## config.mk

```make
export PLATFORM = sky130hd
export DESIGN_NAME = scoreboard_lsu_dat_pipe
export DESIGN_NICKNAME = d
export VERILOG_FILES = /design/src/rtl/scoreboard_lsu_dat_pipe.sv
export SDC_FILE = /design/constraint.sdc
export NUM_CORES = 1
export LEC_CHECK = 0
export ABC_CLOCK_PERIOD_IN_PS = 4200
export BUFFER_PORTS_ARGS = -buffer_cell sky130_fd_sc_hd__buf_2
export CAP_MARGIN = 10
export CORE_UTILIZATION = 45
export DETAILED_ROUTE_END_ITERATION = 12
export PLACE_DENSITY = 0.71
export SETUP_SLACK_MARGIN = 0.15
export SLEW_MARGIN = 5
export SYNTH_ARGS = -nofsm -noshare
export SYNTH_HDL_FRONTEND = slang
export SYNTH_SLANG_ARGS = --single-unit
```

## constraint.sdc

```tcl
create_clock -name i_clk -period 4.2 [get_ports i_clk]
set_input_delay 0.42 -clock i_clk [delete_from_list [all_inputs] [get_ports i_clk]]
set_output_delay 0.42 -clock i_clk [all_outputs]
set_load 0.01 [all_outputs]
```

## src/rtl/scoreboard_lsu_dat_pipe.sv

```systemverilog
// -----------------------------------------------------------------------------
// scoreboard_lsu_dat_pipe
//
// Purpose:
//   Checks the load/store data path of an LSU. Each driver transaction is turned
//   into an expected byte strobe, aligned store data and extended load data,
//   then queued. Each DUT result pops the oldest expectation and is compared
//   against it. The comparison result is registered into check/error counters,
//   a one-cycle mismatch pulse and sticky error flags.
//
// Parameters:
//   DATA_W - load/store data width in bits (32 or 64)
//   DEPTH  - expected-transaction queue depth (power of two, 2..16)
//   CNT_W  - width of the check and error counters (saturating)
//
// Ports:
//   i_clk, i_rst_n   - clock (rising edge), asynchronous active-low reset
//   drv_valid        - driver transaction issued this cycle
//   drv_funct3       - [1:0] size (B/H/W/D), [2] unsigned load
//   drv_lsb_addr     - byte offset within the data word
//   drv_ld_data      - raw memory read data
//   drv_st_data      - register store data
//   act_valid        - DUT result present this cycle
//   act_st_data      - DUT-aligned store data (checked on enabled lanes only)
//   act_st_strb      - DUT byte strobe
//   act_ld_data      - DUT-extended load data
//   o_pending        - queue occupancy (reaches DEPTH when full)
//   o_chk_cnt        - completed comparisons
//   o_err_cnt        - failed comparisons
//   o_mismatch       - one-cycle pulse on a failed comparison
//   o_err_flags      - sticky: [0] overflow, [1] underflow, [2] illegal size,
//                      [3] any mismatch
//
// Build option:
//   SB_LSU_DAT_ERR_MSG_EN - when defined, every mismatch, overflow, underflow
//   and illegal size is reported with $error. Counters and flags are the same
//   either way.
// -----------------------------------------------------------------------------
module scoreboard_lsu_dat_pipe #(
  parameter int DATA_W = 32,
  parameter int DEPTH  = 4,
  parameter int CNT_W  = 16
) (
  input  logic                          i_clk,
  input  logic                          i_rst_n,
  input  logic                          drv_valid,
  input  logic [2:0]                    drv_funct3,
  input  logic [$clog2(DATA_W/8)-1:0]   drv_lsb_addr,
  input  logic [DATA_W-1:0]             drv_ld_data,
  input  logic [DATA_W-1:0]             drv_st_data,
  input  logic                          act_valid,
  input  logic [DATA_W-1:0]             act_st_data,
  input  logic [DATA_W/8-1:0]           act_st_strb,
  input  logic [DATA_W-1:0]             act_ld_data,
  output logic [$clog2(DEPTH):0]        o_pending,
  output logic [CNT_W-1:0]              o_chk_cnt,
  output logic [CNT_W-1:0]              o_err_cnt,
  output logic                          o_mismatch,
  output logic [3:0]                    o_err_flags
);

  localparam int NB    = DATA_W / 8;
  localparam int OFF_W = $clog2(NB);
  localparam int SH_W  = OFF_W + 3;
  localparam int PTR_W = $clog2(DEPTH);
  localparam logic [PTR_W:0] FULL_CNT = DEPTH[PTR_W:0];

  // ---------------------------------------------------------------------------
  // Helper functions
  // ---------------------------------------------------------------------------
  function automatic logic [OFF_W-1:0] align_off(input logic [1:0] size,
                                                 input logic [OFF_W-1:0] off);
    logic [OFF_W-1:0] r;
    r = off;
    case (size)
      2'd0:    r = off;
      2'd1:    r[0] = 1'b0;
      2'd2:    r[1:0] = 2'b00;
      default: r = '0;
    endcase
    return r;
  endfunction

  function automatic logic [NB-1:0] size_mask(input logic [1:0] size);
    logic [NB-1:0] m;
    case (size)
      2'd0:    m = NB'(1);
      2'd1:    m = NB'(3);
      2'd2:    m = NB'(15);
      default: m = '1;
    endcase
    return m;
  endfunction

  // Expand a byte strobe into a bit mask over the data word.
  function automatic logic [DATA_W-1:0] lane_mask(input logic [NB-1:0] strb);
    logic [DATA_W-1:0] m;
    m = '0;
    for (int i = 0; i < NB; i++) begin
      m[8*i +: 8] = {8{strb[i]}};
    end
    return m;
  endfunction

  // Sign- or zero-extend the low size-bytes of an already right-shifted word.
  function automatic logic [DATA_W-1:0] ext_load(input logic [DATA_W-1:0] v,
                                                 input logic [1:0] size,
                                                 input logic uns);
    logic signed [7:0]  s8;
    logic signed [15:0] s16;
    logic signed [31:0] s32;
    logic [DATA_W-1:0]  r;
    s8  = v[7:0];
    s16 = v[15:0];
    s32 = v[31:0];
    case (size)
      2'd0:    r = uns ? DATA_W'(v[7:0])  : DATA_W'(s8);
      2'd1:    r = uns ? DATA_W'(v[15:0]) : DATA_W'(s16);
      2'd2: begin
        // A word fills the whole 32-bit datapath, so nothing to extend there.
        if (DATA_W == 32) r = v;
        else              r = uns ? DATA_W'(v[31:0]) : DATA_W'(s32);
      end
      default: r = v;
    endcase
    return r;
  endfunction

  function automatic logic [CNT_W-1:0] sat_inc(input logic [CNT_W-1:0] c);
    return (&c) ? c : c + CNT_W'(1);
  endfunction

  // ---------------------------------------------------------------------------
  // Stage p0: expectation from the driver side, queue head compare
  // ---------------------------------------------------------------------------
  logic [1:0]        w_size_p0;
  logic              w_uns_p0;
  logic              w_illegal_p0;
  logic [OFF_W-1:0]  w_off_p0;
  logic [SH_W-1:0]   w_sh_p0;
  logic [NB-1:0]     w_exp_strb_p0;
  logic [DATA_W-1:0] w_exp_st_p0;
  logic [DATA_W-1:0] w_exp_ld_p0;

  assign w_size_p0     = drv_funct3[1:0];
  assign w_uns_p0      = drv_funct3[2];
  assign w_illegal_p0  = drv_valid && (w_size_p0 == 2'd3) && (DATA_W == 32);
  assign w_off_p0      = align_off(w_size_p0, drv_lsb_addr);
  assign w_sh_p0       = {w_off_p0, 3'b000};
  assign w_exp_strb_p0 = size_mask(w_size_p0) << w_off_p0;
  assign w_exp_st_p0   = (drv_st_data << w_sh_p0) & lane_mask(w_exp_strb_p0);
  assign w_exp_ld_p0   = ext_load(drv_ld_data >> w_sh_p0, w_size_p0, w_uns_p0);

  logic [PTR_W-1:0] r_wr_ptr;
  logic [PTR_W-1:0] r_rd_ptr;
  logic [PTR_W:0]   r_count;

  logic [NB-1:0]     r_q_strb [DEPTH];
  logic [DATA_W-1:0] r_q_st   [DEPTH];
  logic [DATA_W-1:0] r_q_ld   [DEPTH];

  logic w_empty_p0;
  logic w_full_p0;
  logic w_cmp_vld_p0;
  logic w_push_p0;
  logic w_overflow_p0;
  logic w_underflow_p0;

  assign w_empty_p0     = (r_count == '0);
  assign w_full_p0      = (r_count == FULL_CNT);
  assign w_cmp_vld_p0   = act_valid && !w_empty_p0;
  // A pop in the same cycle frees the slot, so a push into a full queue is
  // only dropped when nothing leaves.
  assign w_push_p0      = drv_valid && !w_illegal_p0 && (!w_full_p0 || w_cmp_vld_p0);
  assign w_overflow_p0  = drv_valid && !w_illegal_p0 && w_full_p0 && !w_cmp_vld_p0;
  assign w_underflow_p0 = act_valid && w_empty_p0;

  logic [NB-1:0]     w_head_strb_p0;
  logic [DATA_W-1:0] w_head_st_p0;
  logic [DATA_W-1:0] w_head_ld_p0;
  logic              w_cmp_err_p0;

  assign w_head_strb_p0 = r_q_strb[r_rd_ptr];
  assign w_head_st_p0   = r_q_st[r_rd_ptr];
  assign w_head_ld_p0   = r_q_ld[r_rd_ptr];
  // Store data is only meaningful on the lanes the expected strobe enables.
  assign w_cmp_err_p0   = (act_st_strb != w_head_strb_p0) ||
                          (((act_st_data ^ w_head_st_p0) & lane_mask(w_head_strb_p0)) != '0) ||
                          (act_ld_data != w_head_ld_p0);

  // Queue storage carries data only; validity comes from the pointers.
  always_ff @(posedge i_clk) begin
    if (w_push_p0) begin
      r_q_strb[r_wr_ptr] <= w_exp_strb_p0;
      r_q_st[r_wr_ptr]   <= w_exp_st_p0;
      r_q_ld[r_wr_ptr]   <= w_exp_ld_p0;
    end
  end

  // ---------------------------------------------------------------------------
  // Stage p1: registered pointers, counters, pulse and flags
  // ---------------------------------------------------------------------------
  logic [CNT_W-1:0] r_chk_cnt;
  logic [CNT_W-1:0] r_err_cnt;
  logic             r_mismatch_p1;
  logic [3:0]       r_err_flags;

  always_ff @(posedge i_clk or negedge i_rst_n) begin
    if (!i_rst_n) begin
      r_wr_ptr      <= '0;
      r_rd_ptr      <= '0;
      r_count       <= '0;
      r_chk_cnt     <= '0;
      r_err_cnt     <= '0;
      r_mismatch_p1 <= 1'b0;
      r_err_flags   <= '0;
    end else begin
      if (w_push_p0)    r_wr_ptr <= r_wr_ptr + PTR_W'(1);
      if (w_cmp_vld_p0) r_rd_ptr <= r_rd_ptr + PTR_W'(1);
      if (w_push_p0 && !w_cmp_vld_p0)      r_count <= r_count + (PTR_W+1)'(1);
      else if (!w_push_p0 && w_cmp_vld_p0) r_count <= r_count - (PTR_W+1)'(1);

      r_mismatch_p1 <= w_cmp_vld_p0 && w_cmp_err_p0;
      if (w_cmp_vld_p0)                 r_chk_cnt <= sat_inc(r_chk_cnt);
      if (w_cmp_vld_p0 && w_cmp_err_p0) r_err_cnt <= sat_inc(r_err_cnt);

      if (w_overflow_p0)                r_err_flags[0] <= 1'b1;
      if (w_underflow_p0)               r_err_flags[1] <= 1'b1;
      if (w_illegal_p0)                 r_err_flags[2] <= 1'b1;
      if (w_cmp_vld_p0 && w_cmp_err_p0) r_err_flags[3] <= 1'b1;
    end
  end

  assign o_pending   = r_count;
  assign o_chk_cnt   = r_chk_cnt;
  assign o_err_cnt   = r_err_cnt;
  assign o_mismatch  = r_mismatch_p1;
  assign o_err_flags = r_err_flags;

`ifdef SB_LSU_DAT_ERR_MSG_EN
  // Side copy of funct3/offset so a mismatch report can name the access.
  logic [2:0]       r_q_f3  [DEPTH];
  logic [OFF_W-1:0] r_q_off [DEPTH];

  always_ff @(posedge i_clk) begin
    if (w_push_p0) begin
      r_q_f3[r_wr_ptr]  <= drv_funct3;
      r_q_off[r_wr_ptr] <= drv_lsb_addr;
    end
  end

  always_ff @(posedge i_clk) begin
    if (i_rst_n) begin
      if (w_cmp_vld_p0 && w_cmp_err_p0)
        $error("sb_lsu_dat mismatch: funct3=%b off=%0d exp strb=%h st=%h ld=%h act strb=%h st=%h ld=%h",
               r_q_f3[r_rd_ptr], r_q_off[r_rd_ptr], w_head_strb_p0, w_head_st_p0,
               w_head_ld_p0, act_st_strb, act_st_data, act_ld_data);
      if (w_overflow_p0)
        $error("sb_lsu_dat overflow: funct3=%b off=%0d exp strb=%h st=%h ld=%h dropped",
               drv_funct3, drv_lsb_addr, w_exp_strb_p0, w_exp_st_p0, w_exp_ld_p0);
      if (w_underflow_p0)
        $error("sb_lsu_dat underflow: act strb=%h st=%h ld=%h with empty queue",
               act_st_strb, act_st_data, act_ld_data);
      if (w_illegal_p0)
        $error("sb_lsu_dat illegal size: funct3=%b off=%0d st=%h ld=%h",
               drv_funct3, drv_lsb_addr, drv_st_data, drv_ld_data);
    end
  end
`else
  // Silent build: no reporting logic, the counters and flags above are the
  // only record of errors.
`endif

endmodule

```

==> results.md <==
* Status: finished clean
* Synth unique cells at 42
* Number of flops mapped to enable cells by yosys at 272
* WHS at 0.0311 ns
* Critical path capture point type: flop
* Max cap viols at 0
* Static leakage at 0.00590 uW
* Final Net Count at 1158
* Post-route ant nets at 0
* Worst Tran Pin Value at 0.975 ns
* Vias in the first global route at 7902
* Grt total ovfl at 0
* CP Data Arrival Time at 3.99 ns
* Routed wire length at 30.5 mm
* Final Hold Viols at 0
* Core box area at 29600 sq um
* Initial antenna violation count at 5
* Non-filler cells, final at 1427
* Peak VDD IR at 0.345 mV
* Area growth from synthesis to layout at 17.8%
* Peak Freq at 281 MHz
* Seq cells post-synth at 316
* Post-synth top flop: edfxtp_1
* Via count at 7950
* Initial Utilization at 45.8%
* Final worst path period share at 84.6%
* Max-slew violations at 0
* Worst-Skew Late Latency at 0.55 ns
* Post-Syn Area at 13600 sq um
* H-tree levels at 1
* Cts repair resizes at 0
* WP data required at 4.64 ns
* First-pass GRT wire length at 46.4 mm
* CTS tree: done
* DP HPWL at 20.9 mm
* CTS Buf Count at 30
* HP Class: in -> async
* DRT Pass-1 Iters at 5
* Total GRT Usage at 20.0%
* Clock buffer depth at 3
* # Post-CTS Setup Buffers at 0
* IO Port Bufs at 180
* Die area at 30900 sq um
* CP max FO at 21
* Die width at 176 microns
* DP Cell Count at 1367
* Post-Route Setup TNS at 0 ns
* Iteration-0 DRC Markers at 666
* Final setup viols at 0
* Hold Buf Count CTS at 0
* Layout cells sized above 1 at 31.6%
* Asr flop ratio synth at 13.9%
* Synth warn at 0
* Slew headroom at 35.0%
* Mean routed wirelength per cell at 21.4 microns
* DIE HEIGHT at 176 microns
* Clk_skew at 0.0111 ns
* Largest net degree at the start of global routing at 50
* Nature of the critical path startpoint: flop
* IO Count at 181
* Mapped Avg Cell Area at 16.7 sq um
* Clock Sinks at 316
* Pwr dens at 594 nW/um^2
* Via/cell ratio at 5.57
* Tmin final at 3.55 ns
* Crit path kind: reg -> reg
* Register area share after synthesis at 68.2%
* DR DRC count at 0
* CTS Root Cell: clkbuf_16
* RSZ-0062 raised after global routing: no
* Total power at 9510 uW
* Row count at 63
* Mapped Nets at 963
* Placer Congestion at 0.799
* CTS clock-pin slew for the worst setup and hold paths at 0.07 ns
* Cells after Synth at 814
-- power breakdown --
part / internal [uW] / leakage, uW / total, uW / switching [uW]
Clock: 1470 / 0.000451 / 2590 / 1110
Sequential: 4000 / 0.00306 / 4270 / 267
Combinational: 1350 / 0.00239 / 2660 / 1310
-- kinds of logic (layout without fill, tap and decap cells) --
group | count (synthesis) | after routing | synth area share, %
AO/OA/AOI/OAI | 75 | 75 | 3.46
XOR/XNOR | 103 | 103 | 6.64
adder cells (fa/ha/maj) | 8 | 8 | 0.792
buffers and inverters | 44 | 263 | 1.41
flip-flops | 316 | 316 | 68.2
multiplexers | 89 | 89 | 12.9
other | 0 | 4 | 0
AND/OR/NAND/NOR | 179 | 179 | 6.54
-- through the flow --
step / utilization, % / setup WS, ns / area (sq um)
global route: 54.0 / 0.380 / 16000
CTS: 54.0 / 0.573 / 16000
global placement: 50.8 / 0.598 / 15100
floorplan: - / 1.14 / 13600
finish: 54.0 / 0.647 / 16000
detailed placement: 50.8 / 0.587 / 15100
-- final cells by class --
cell class                      count  area [sq um]
Fill cell                        2427         13600
Sequential cell                   316          9270
Multi-Input combinational cell    454          4140
Timing Repair Buffer              201          1130
Clock buffer                       40           810
Tap cell                          390           488
Clock inverter                     16           134
Inverter                            6          22.5
Antenna cell                        4          10.0
-- worst paths after layout --
path / start / to / slack, ns / depth (start not counted)
max: r_rd_ptr[0]$_DFFE_PN0P_ / o_err_cnt[1]$_DFFE_PN0P_ / 0.65 / 9
min: i_rst_n / o_err_cnt[10]$_DFFE_PN0P_ / 0.03 / 1
max reg2reg: r_rd_ptr[0]$_DFFE_PN0P_ / o_err_cnt[1]$_DFFE_PN0P_ / 0.65 / 9
min reg2reg: o_err_flags[1]$_DFFE_PN0P_ / o_err_flags[1]$_DFFE_PN0P_ / 0.46 / 1
max in group asynchronous: i_rst_n / r_rd_ptr[0]$_DFFE_PN0P_ / 3.45 / 1
min in group i_clk: act_valid / o_err_flags[1]$_DFFE_PN0P_ / 0.10 / 2
-- registers in the layout, summed over array words and instances, names as in the netlist --
name / flops
r_q_st: 128
o_chk_cnt: 16
r_rd_ptr: 2
r_wr_ptr: 2
r_q_strb: 16
o_pending: 3
o_err_flags: 4
r_q_ld: 128
o_err_cnt: 16
o_mismatch: 1
-- layer usage --
| layer | track usage, % | wire length, microns | part of all wire [%] |
|---|---|---|---|
| met4 | 5.98 | 740 | 2.4 |
| met2 | 32.1 | 14500 | 48 |
| met1 | 27.9 | 13000 | 43 |
| met3 | 3.77 | 2270 | 7.4 |
| met5 | 0 | 31 | 0.10 |
-- layout by cell type, fill, tap and decap left out, types with 12 or more instances in the layout --
cell / synthesis / layout
dfrtp_1: 44 / 42
nand3_1: 17 / 17
o21ai_0: 12 / 12
a21oi_1: 30 / 30
buf_2: 9 / 180
nand2_1: 62 / 62
nor2_1: 22 / 22
xnor2_1: 84 / 84
and3_1: 20 / 20
clkbuf_16: 0 / 31
xor2_1: 19 / 19
edfxtp_1: 272 / 272
buf_4: 0 / 15
mux2i_1: 16 / 16
a21o_1: 17 / 17
nand4_1: 25 / 25
mux4_2: 69 / 69
-- critical path, cell delays in order (launching register included) --
cell and delay, ns:
dfrtp_4 0.73, buf_12 0.24, mux4_2 0.53, xnor2_1 0.22, nand4_1 0.19, nor4_1 0.33
nand4_1 0.29, nor2_4 0.41, nor3_1 0.14, mux2_1 0.33
-- cell usage after synthesis, types with 7 or more instances --
| master | number | share of area (%) |
|---|---|---|
| buf_2 | 9 | 0.33 |
| nand2_1 | 62 | 1.7 |
| xnor2_1 | 84 | 5.4 |
| mux2i_1 | 16 | 1.2 |
| edfxtp_1 | 272 | 60 |
| clkbuf_1 | 23 | 0.64 |
| nand3_1 | 17 | 0.63 |
| a221oi_1 | 8 | 0.52 |
| xor2_1 | 19 | 1.2 |
| nand4_1 | 25 | 1.2 |
| and3_1 | 20 | 0.92 |
| dfrtp_1 | 44 | 8.1 |
| o21ai_0 | 12 | 0.44 |
| a21oi_1 | 30 | 1.1 |
| mux4_2 | 69 | 11 |
| nor3_1 | 12 | 0.44 |
| a21o_1 | 17 | 0.94 |
| ha_1 | 7 | 0.64 |
| nor2_1 | 22 | 0.61 |
Power figures use the tool's default switching activity.
